File: src/rtl/fpu_pkg.sv
// Shared FPU definitions: flag bit positions, operand classes
// and canonical quiet-NaN construction for any format width.
package fpu_pkg;

  localparam int FLAG_INVALID   = 3;
  localparam int FLAG_OVERFLOW  = 2;
  localparam int FLAG_UNDERFLOW = 1;
  localparam int FLAG_INEXACT   = 0;

  localparam int MAX_W = 128;

  typedef enum logic [1:0] {
    NORMAL,
    ZERO,
    INF,
    NAN
  } fp_class_e;

  function automatic logic [MAX_W-1:0] qnan(
    input int exp_w,
    input int man_w
  );
    logic [MAX_W-1:0] v;
    v = '0;
    for (int i = 0; i < exp_w; i++)
      v[man_w+i] = 1'b1;
    v[man_w-1] = 1'b1;
    return v;
  endfunction

endpackage

File: src/rtl/faddsub_pipe_if.sv
// Operand/result valid-ready streams of the FP add/sub pipe.
// The slave side is the pipe; the master side feeds and drains it.
interface faddsub_pipe_if #(
  parameter int W = 32
);
  logic         in_valid;
  logic         in_ready;
  logic         op;
  logic [W-1:0] x1;
  logic [W-1:0] x2;
  logic         out_valid;
  logic         out_ready;
  logic [W-1:0] y;
  logic [3:0]   flags;

  modport master (
    output in_valid, op, x1, x2, out_ready,
    input  in_ready, out_valid, y, flags
  );

  modport slave (
    input  in_valid, op, x1, x2, out_ready,
    output in_ready, out_valid, y, flags
  );
endinterface

File: src/rtl/fpu_lzc.sv
// Leading-zero counter; an all-zero input yields W.
// Output width defaults to hold the value W.
module fpu_lzc #(
  parameter int W  = 8,
  parameter int CW = $clog2(W+1)
) (
  input  logic [W-1:0]  a,
  output logic [CW-1:0] cnt
);

  always_comb begin
    cnt = CW'(W);
    for (int i = 0; i < W; i++)
      if (a[i]) cnt = CW'(W-1-i);
  end

endmodule

File: src/rtl/faddsub_pipe.sv
// Three-stage FP adder/subtractor: align, add/normalise,
// round/pack, with valid/ready flow control and RNE rounding.
module faddsub_pipe
  import fpu_pkg::*;
#(
  parameter int EXP_W = 8,
  parameter int MAN_W = 23
) (
  input logic clk,
  input logic rstn,
  faddsub_pipe_if.slave bus
);

  localparam int W   = 1 + EXP_W + MAN_W;
  localparam int SW  = MAN_W + 4;
  localparam int SHW = $clog2(SW);
  localparam int LZW = $clog2(SW+1);
  localparam int XW  = EXP_W + LZW + 2;
  localparam logic [XW-1:0] EMAX =
    XW'((1 << EXP_W) - 1);

  typedef struct packed {
    logic            sign;
    logic [EXP_W-1:0] exp;
    logic [SW-1:0]   sa;
    logic [SW-1:0]   sb;
    logic            sub;
    fp_class_e       cls;
    logic            inv;
  } align_t;

  typedef struct packed {
    logic          sign;
    logic [XW-1:0] exp;
    logic [SW-1:0] sig;
    fp_class_e     cls;
    logic          inv;
  } norm_t;

  function automatic fp_class_e classify(
    input logic [EXP_W-1:0] e,
    input logic [MAN_W-1:0] m
  );
    if (&e) return (|m) ? NAN : INF;
    if (e == '0) return ZERO;
    return NORMAL;
  endfunction

  logic v1, v2, v3;
  logic en1, en2, en3;
  logic [W-1:0] y_q;
  logic [3:0]   f_q;

  assign en3 = !v3 || bus.out_ready;
  assign en2 = !v2 || en3;
  assign en1 = !v1 || en2;

  assign bus.in_ready  = en1;
  assign bus.out_valid = v3;
  assign bus.y         = y_q;
  assign bus.flags     = f_q;

  logic             s_a, s_b;
  logic [EXP_W-1:0] e_a, e_b;
  logic [MAN_W-1:0] m_a, m_b;
  fp_class_e        c_a, c_b;

  assign s_a = bus.x1[W-1];
  assign e_a = bus.x1[W-2 -: EXP_W];
  assign m_a = bus.x1[MAN_W-1:0];
  assign s_b = bus.x2[W-1] ^ bus.op;
  assign e_b = bus.x2[W-2 -: EXP_W];
  assign m_b = bus.x2[MAN_W-1:0];
  assign c_a = classify(e_a, m_a);
  assign c_b = classify(e_b, m_b);

  logic             swap;
  logic             s_sup, s_inf;
  logic [EXP_W-1:0] e_sup, e_inf, ediff;
  logic [MAN_W-1:0] m_sup, m_inf;
  fp_class_e        c_sup, c_inf;

  assign swap  = {e_b, m_b} > {e_a, m_a};
  assign s_sup = swap ? s_b : s_a;
  assign s_inf = swap ? s_a : s_b;
  assign e_sup = swap ? e_b : e_a;
  assign e_inf = swap ? e_a : e_b;
  assign m_sup = swap ? m_b : m_a;
  assign m_inf = swap ? m_a : m_b;
  assign c_sup = swap ? c_b : c_a;
  assign c_inf = swap ? c_a : c_b;
  assign ediff = e_sup - e_inf;

  logic [SHW-1:0]  sh;
  logic [SW-1:0]   sig_sup, ext_inf, sig_inf;
  logic [2*SW-1:0] shw;

  assign sh = (32'(ediff) > SW-1) ?
              SHW'(SW-1) : SHW'(ediff);
  assign sig_sup = (c_sup == NORMAL) ?
                   {1'b1, m_sup, 3'b000} : '0;
  assign ext_inf = (c_inf == NORMAL) ?
                   {1'b1, m_inf, 3'b000} : '0;
  assign shw = {ext_inf, {SW{1'b0}}} >> sh;
  assign sig_inf = {shw[2*SW-1:SW+1],
                    shw[SW] | (|shw[SW-1:0])};

  logic any_nan, a_inf, b_inf, inv_c, inf_c;
  align_t n1, r1;

  assign any_nan = (c_a == NAN) || (c_b == NAN);
  assign a_inf   = (c_a == INF);
  assign b_inf   = (c_b == INF);
  assign inv_c   = !any_nan && a_inf && b_inf &&
                   (s_a != s_b);
  assign inf_c   = !any_nan && !inv_c &&
                   (a_inf || b_inf);

  always_comb begin
    n1.sign = s_sup;
    n1.exp  = e_sup;
    n1.sa   = sig_sup;
    n1.sb   = sig_inf;
    n1.sub  = s_sup ^ s_inf;
    n1.cls  = NORMAL;
    n1.inv  = 1'b0;
    unique case (1'b1)
      any_nan: n1.cls = NAN;
      inv_c: begin
        n1.cls = NAN;
        n1.inv = 1'b1;
      end
      inf_c: begin
        n1.cls  = INF;
        n1.sign = a_inf ? s_a : s_b;
      end
      default: ;
    endcase
  end

  logic [SW:0]     sum;
  logic [LZW-1:0]  lz;
  norm_t           n2, r2;

  assign sum = r1.sub ?
    {1'b0, r1.sa} - {1'b0, r1.sb} :
    {1'b0, r1.sa} + {1'b0, r1.sb};

  fpu_lzc #(.W(SW), .CW(LZW)) u_lzc (
    .a   (sum[SW-1:0]),
    .cnt (lz)
  );

  always_comb begin
    n2.sign = r1.sign;
    n2.cls  = r1.cls;
    n2.inv  = r1.inv;
    if (sum[SW]) begin
      n2.sig = {sum[SW:2], sum[1] | sum[0]};
      n2.exp = XW'(r1.exp) + XW'(1);
    end else begin
      n2.sig = sum[SW-1:0] << lz;
      n2.exp = XW'(r1.exp) - XW'(lz);
    end
    // an exactly cancelled sum always packs as +0
    if (r1.cls == NORMAL && sum == '0)
      n2.cls = ZERO;
  end

  logic lsb, gb, rb, sb, rup, carry;
  logic uf, of, nrm;
  logic [MAN_W+1:0] mr;
  logic [MAN_W-1:0] man3;
  logic [XW-1:0]    ex3;
  logic [W-1:0]     y3;
  logic [3:0]       f3;

  assign lsb   = r2.sig[3];
  assign gb    = r2.sig[2];
  assign rb    = r2.sig[1];
  assign sb    = r2.sig[0];
  assign rup   = gb & (rb | sb | lsb);
  assign mr    = {1'b0, r2.sig[SW-1:3]} +
                 {{(MAN_W+1){1'b0}}, rup};
  assign carry = mr[MAN_W+1];
  assign man3  = carry ? mr[MAN_W:1] :
                         mr[MAN_W-1:0];
  assign ex3   = r2.exp +
                 {{(XW-1){1'b0}}, carry};
  assign nrm   = (r2.cls == NORMAL);
  assign uf    = nrm && (ex3[XW-1] || ex3 == '0);
  assign of    = nrm && !uf && (ex3 >= EMAX);

  always_comb begin
    y3 = {r2.sign, ex3[EXP_W-1:0], man3};
    f3 = '0;
    f3[FLAG_INEXACT] = gb | rb | sb;
    unique case (1'b1)
      r2.cls == NAN: begin
        y3 = W'(qnan(EXP_W, MAN_W));
        f3 = '0;
        f3[FLAG_INVALID] = r2.inv;
      end
      r2.cls == INF: begin
        y3 = {r2.sign, {EXP_W{1'b1}},
              {MAN_W{1'b0}}};
        f3 = '0;
      end
      r2.cls == ZERO: begin
        y3 = '0;
        f3 = '0;
      end
      uf: begin
        y3 = {r2.sign, {(W-1){1'b0}}};
        f3 = '0;
        f3[FLAG_UNDERFLOW] = 1'b1;
        f3[FLAG_INEXACT]   = 1'b1;
      end
      of: begin
        y3 = {r2.sign, {EXP_W{1'b1}},
              {MAN_W{1'b0}}};
        f3 = '0;
        f3[FLAG_OVERFLOW] = 1'b1;
        f3[FLAG_INEXACT]  = 1'b1;
      end
      default: ;
    endcase
  end

  always_ff @(posedge clk or negedge rstn) begin
    if (!rstn) begin
      v1  <= 1'b0;
      v2  <= 1'b0;
      v3  <= 1'b0;
      y_q <= '0;
      f_q <= '0;
    end else begin
      if (en1) v1 <= bus.in_valid;
      if (en2) v2 <= v1;
      if (en3) v3 <= v2;
      if (en3 && v2) begin
        y_q <= y3;
        f_q <= f3;
      end
    end
  end

  always_ff @(posedge clk) begin
    if (en1 && bus.in_valid) r1 <= n1;
    if (en2 && v1) r2 <= n2;
  end

endmodule

File: src/flat_wrapper.sv
// flat-port wrapper written by rule: the top's interface ports become plain ports
module faddsub_pipe_flat import fpu_pkg::*;
#(
  parameter int EXP_W = 8,
  parameter int MAN_W = 23
)
  (clk, rstn, bus_in_valid, bus_op, bus_x1, bus_x2, bus_out_ready, bus_in_ready, bus_out_valid, bus_y, bus_flags);
  faddsub_pipe_if #(.W(32)) bus_i ();
  input logic clk;
  input logic rstn;
  input wire logic [$bits(bus_i.in_valid)-1:0] bus_in_valid;
  input wire logic [$bits(bus_i.op)-1:0] bus_op;
  input wire logic [$bits(bus_i.x1)-1:0] bus_x1;
  input wire logic [$bits(bus_i.x2)-1:0] bus_x2;
  input wire logic [$bits(bus_i.out_ready)-1:0] bus_out_ready;
  output wire logic [$bits(bus_i.in_ready)-1:0] bus_in_ready;
  output wire logic [$bits(bus_i.out_valid)-1:0] bus_out_valid;
  output wire logic [$bits(bus_i.y)-1:0] bus_y;
  output wire logic [$bits(bus_i.flags)-1:0] bus_flags;
  assign bus_i.in_valid = bus_in_valid;
  assign bus_i.op = bus_op;
  assign bus_i.x1 = bus_x1;
  assign bus_i.x2 = bus_x2;
  assign bus_i.out_ready = bus_out_ready;
  assign bus_in_ready = bus_i.in_ready;
  assign bus_out_valid = bus_i.out_valid;
  assign bus_y = bus_i.y;
  assign bus_flags = bus_i.flags;
  faddsub_pipe #(.EXP_W(EXP_W), .MAN_W(MAN_W)) u_core (.clk(clk), .rstn(rstn), .bus(bus_i));
endmodule
File: config.mk
export PLATFORM = sky130hd
export DESIGN_NAME = faddsub_pipe_flat
export DESIGN_NICKNAME = d
export VERILOG_FILES = /design/src/rtl/fpu_pkg.sv /design/src/rtl/faddsub_pipe_if.sv /design/src/rtl/fpu_lzc.sv /design/src/rtl/faddsub_pipe.sv /design/src/flat_wrapper.sv
export SDC_FILE = /design/constraint.sdc
export NUM_CORES = 1
export LEC_CHECK = 0
export ABC_AREA = 1
export CAP_MARGIN = 25
export CORE_AREA = 2 2 160 201
export DETAILED_ROUTE_END_ITERATION = 8
export DIE_AREA = 0 0 162 203
export PLACE_DENSITY = 0.7
export SLEW_MARGIN = 20
export SYNTH_ARGS = -nofsm -noshare
export SYNTH_HDL_FRONTEND = slang
export SYNTH_HIERARCHICAL = 1
export SYNTH_SLANG_ARGS = --single-unit
File: constraint.sdc
create_clock -name clk -period 7.4 [get_ports clk]
set_clock_uncertainty 0.15 [all_clocks]
set_input_delay 1.85 -clock clk [delete_from_list [all_inputs] [get_ports clk]]
set_output_delay 1.85 -clock clk [all_outputs]
set_load 0.02 [all_outputs]
==> results.yml <==
power:
  switching_share_of_power: 0.4786
  power.total_mw: 5.025
  vdd.ir_drop.worst_mv: 0.1778
  power_frac_seq: 0.257
  comb_power_share: 0.583
  internal_power_mw: 2.620
  power_leakage_nw: 7.630
  clkPwrFrac: 0.160
  power.density_nw_per_um2: 316.7
  switchingPower_mw: 2.405
floorplan:
  initial_core_util: 0.4480
  fp.dieArea_um2: 32890
  fp.dieW_um: 162
  io_pins: 107
  number_of_standard_cell_rows_in_the_floorplan: 72
  die_height_um: 203
  design.core.area_um2: 30810
finish:
  final_nets: 2318
  layout-area-overhead-vs-synth_pct: 14.94
  diode_count: 0
  share_of_cells_above_drive_strength_1: 0.05292
setup_path:
  timing_worst_setup_path_type: "reg2reg"
  timing.critical_path.from_type: "flip-flop"
  worst-path-max-fanout: 7
  cp.arrival_ps: 6570
  worst-endpoint-required_ps: 7420
  cp_slowest_stage_delay_ps: 480
  worstPathBufferInverterCount: 4
  timing.critical_path.max_delay_family: "simple AND/OR/NAND/NOR gates"
  cp-end-kind: "flip-flop"
  worst_path_max_delay_cell: "sky130_fd_sc_hd__edfxtp_1"
clocking:
  clkSlewWorstSetupHoldPaths_ps: 60
  hold_buffers_post_cts: 0
  clock_path_buffers: 2
  worst_skew_pair.late_latency_ps: 430
  cts-buffers-inserted: 17
  cts_resized: 0
  clock_tree.htree_level_count: 4
  tritoncts_clock_tree: "done"
  cts-root-buf: "sky130_fd_sc_hd__clkbuf_16"
  clock_sinks: 144
  cts_setup_buffers: 0
grt:
  grt_pass1_vias: 13720
  first_pass_grt_wire_length_um: 66330
  grt_start_max_net_pins: 65
  grt-ovfl-total: 0
  grt_util_all_layers: 0.2518
  grt_antenna_before_repair: 0
route:
  number_of_nets_with_antenna_violations_after_routing: 0
  drt_first_pass_iters: 7
  drt_wl_total_um: 40810
  vias_per_cell: 5.346
  drcViolationCount: 0
  wl_per_cell_um: 15.70
  route.vias.total: 13893
  drtIter0Drc: 837
yosys:
  syn_inst: 2099
  yosys_register_bits: 144
  synth_edf_count: 105
  syn_avg_cell_area_um2: 6.576
  synth.net_count: 2237
  synthDominantCellAreaShare: 0.2284
  synth_largest_area_cell: "sky130_fd_sc_hd__edfxtp_1"
  synth_area_leaders: "sky130_fd_sc_hd__edfxtp_1 (23%), sky130_fd_sc_hd__nand2_1 (16%), sky130_fd_sc_hd__inv_1 (7.9%), sky130_fd_sc_hd__dfrtp_1 (7.1%), sky130_fd_sc_hd__nand3_1 (6.7%)"
  postSynth.asyncResetShare: 0.2708
  synth-warning-count: 6
  syn_area_um2: 13800
  ys.flop_type: "sky130_fd_sc_hd__edfxtp_1"
  synth_cell_types: 63
  synth-seq-area-share: 0.2991
sta:
  final-setup-viol-count: 0
  clock.fmax_ghz: 0.1526
  grt_setup_unrepaired: "no"
  slew_worst_pin_ps: 911.4
  min_cycle_time_layout_ps: 6554
  tns_ps: 0
  hold_viol_final: 0
  timing.final.crit_share: 0.8857
  maxSlewHeadroom: 0.3860
  final_max_slew_viol_count: 0
place:
  hpwlAfterDp_um: 33580
  port_buffer_count: 106
  gp_routability_congestion: 1.016
run_status:
  status: "finished, final reports clean"
worst_hold_path:
  hold_path_class: "reg2reg"
run:
  drv.max_cap_violation_count: 0
[final timing paths]
kind / startpoint / to / slack, ps / depth (start not counted)
worst max-delay path: u_core/r1[4] / u_core/r2[37] / 850 / 34
worst min-delay path: u_core/n2[0] / u_core/r2[0] / 290 / 0
worst max register to register: u_core/r1[4] / u_core/r2[37] / 850 / 34
worst min register to register: u_core/n2[0] / u_core/r2[0] / 290 / 0
max in group asynchronous: rstn / u_core/bus.y[2] / 5190 / 1
min in group asynchronous: rstn / u_core/bus.y[27] / 1370 / 1
[synth_stat cells (all sizes together), types with 2 or more instances]
cell type,count
a21o,3
xnor2,16
a211oi,13
o22ai,11
clkbuf,52
inv,299
a31o,2
mux2i,7
o211ai,9
nor4,26
nand3b,4
a32o,6
dfrtp,39
or2,13
o21bai,4
nor3b,3
nor2,172
o31ai,8
nand2,614
o21ai,172
clkinv,4
nand3,188
o2111ai,2
xor2,50
o21a,4
a21oi,76
nor3,28
a21boi,2
nand4,52
buf,25
ha,68
o32ai,2
a31oi,8
edfxtp,105
[through the flow]
| stage | cells | cell area (um^2) | hold slack [ps] | util | worst slack [ps] |
|---|---|---|---|---|---|
| 3_5_place_dp | 2568 | 15280 | 279.9 | 0.4961 | 489.5 |
| 5_1_grt | 2599 | 15870 | 304.9 | 0.5149 | 87.00 |
| 2_1_floorplan | 2099 | 13800 | 250.3 | - | 1107 |
| 4_1_cts | 2599 | 15850 | 294.0 | 0.5144 | 649.1 |
| 3_3_place_gp | 2568 | 15280 | 293.0 | 0.4961 | 563.5 |
| 6_report | 2599 | 15870 | 290.6 | 0.5149 | 845.6 |
[cell families after synthesis]
group                      Yosys count  share of synthesized area
AOI/OAI and AO/OA                  328                     0.1357
and+or+nand+nor                   1104                     0.3467
DFF                                144                     0.2991
muxes                                7                   0.005076
adders and majority gates           69                    0.06309
buffers and inverters              381                     0.1084
xor gates and xnor gates            66                    0.04188
[cells in the final DEF, fill, tap and decap left out, types with 9 or more instances in the layout]
cell                              instances
sky130_fd_sc_hd__or2_2                   13
sky130_fd_sc_hd__nand2_1                606
sky130_fd_sc_hd__nor3_1                  26
sky130_fd_sc_hd__xor2_1                  50
sky130_fd_sc_hd__ha_1                    68
sky130_fd_sc_hd__inv_2                    9
sky130_fd_sc_hd__nor2_1                 168
sky130_fd_sc_hd__o21ai_0                168
sky130_fd_sc_hd__xnor2_1                 15
sky130_fd_sc_hd__inv_1                  289
sky130_fd_sc_hd__nor4_1                  26
sky130_fd_sc_hd__nand4_1                 52
sky130_fd_sc_hd__edfxtp_1               105
sky130_fd_sc_hd__clkdlybuf4s50_1        105
sky130_fd_sc_hd__a21oi_1                 73
sky130_fd_sc_hd__o211ai_1                 9
sky130_fd_sc_hd__o22ai_1                 11
sky130_fd_sc_hd__dfrtp_1                 39
sky130_fd_sc_hd__a211oi_1                13
sky130_fd_sc_hd__buf_4                   33
sky130_fd_sc_hd__nand3_1                184
sky130_fd_sc_hd__clkbuf_16               19
[registers in the layout (all words and copies together), names as in the netlist]
name and flops:
u_core/r1 62, u_core/n2 2, u_core/bus.out_valid 1, u_core/v2 1
u_core/bus.flags 4, u_core/r2 39, u_core/bus.y 32, u_core/gb 1
u_core/v1 1, u_core/lsb 1
[routing by layer]
metal,global-route usage,up-vias,wire [um]
met4,0.1489,0,2583
met1,0.2600,6253,15620
met3,0.02554,114,1268
met5,0,-,0
met2,0.4853,411,21350
li1,-,7115,-
[power groups by stage]
stage               combinational, mW  sequential (mW)  clock, mW
finish                           2.93             1.29      0.805
CTS                              2.91             1.29      0.821
global placement                 2.87             1.29          0
floorplan                        2.01             1.33          0
detailed placement               2.89             1.30          0
global route                     3.29             1.32      0.858
[cell type report]
| class | instances | area [um^2] |
|---|---|---|
| clock buffers | 21 | 493.0 |
| clock inverters | 10 | 71.32 |
| fillers | 3112 | 14940 |
| inverters | 304 | 1157 |
| multi-input cells | 1574 | 8202 |
| flip-flops and latches | 144 | 4129 |
| well taps | 407 | 509.2 |
| repair buffers | 139 | 1304 |
(Power assumes the default switching activity.)
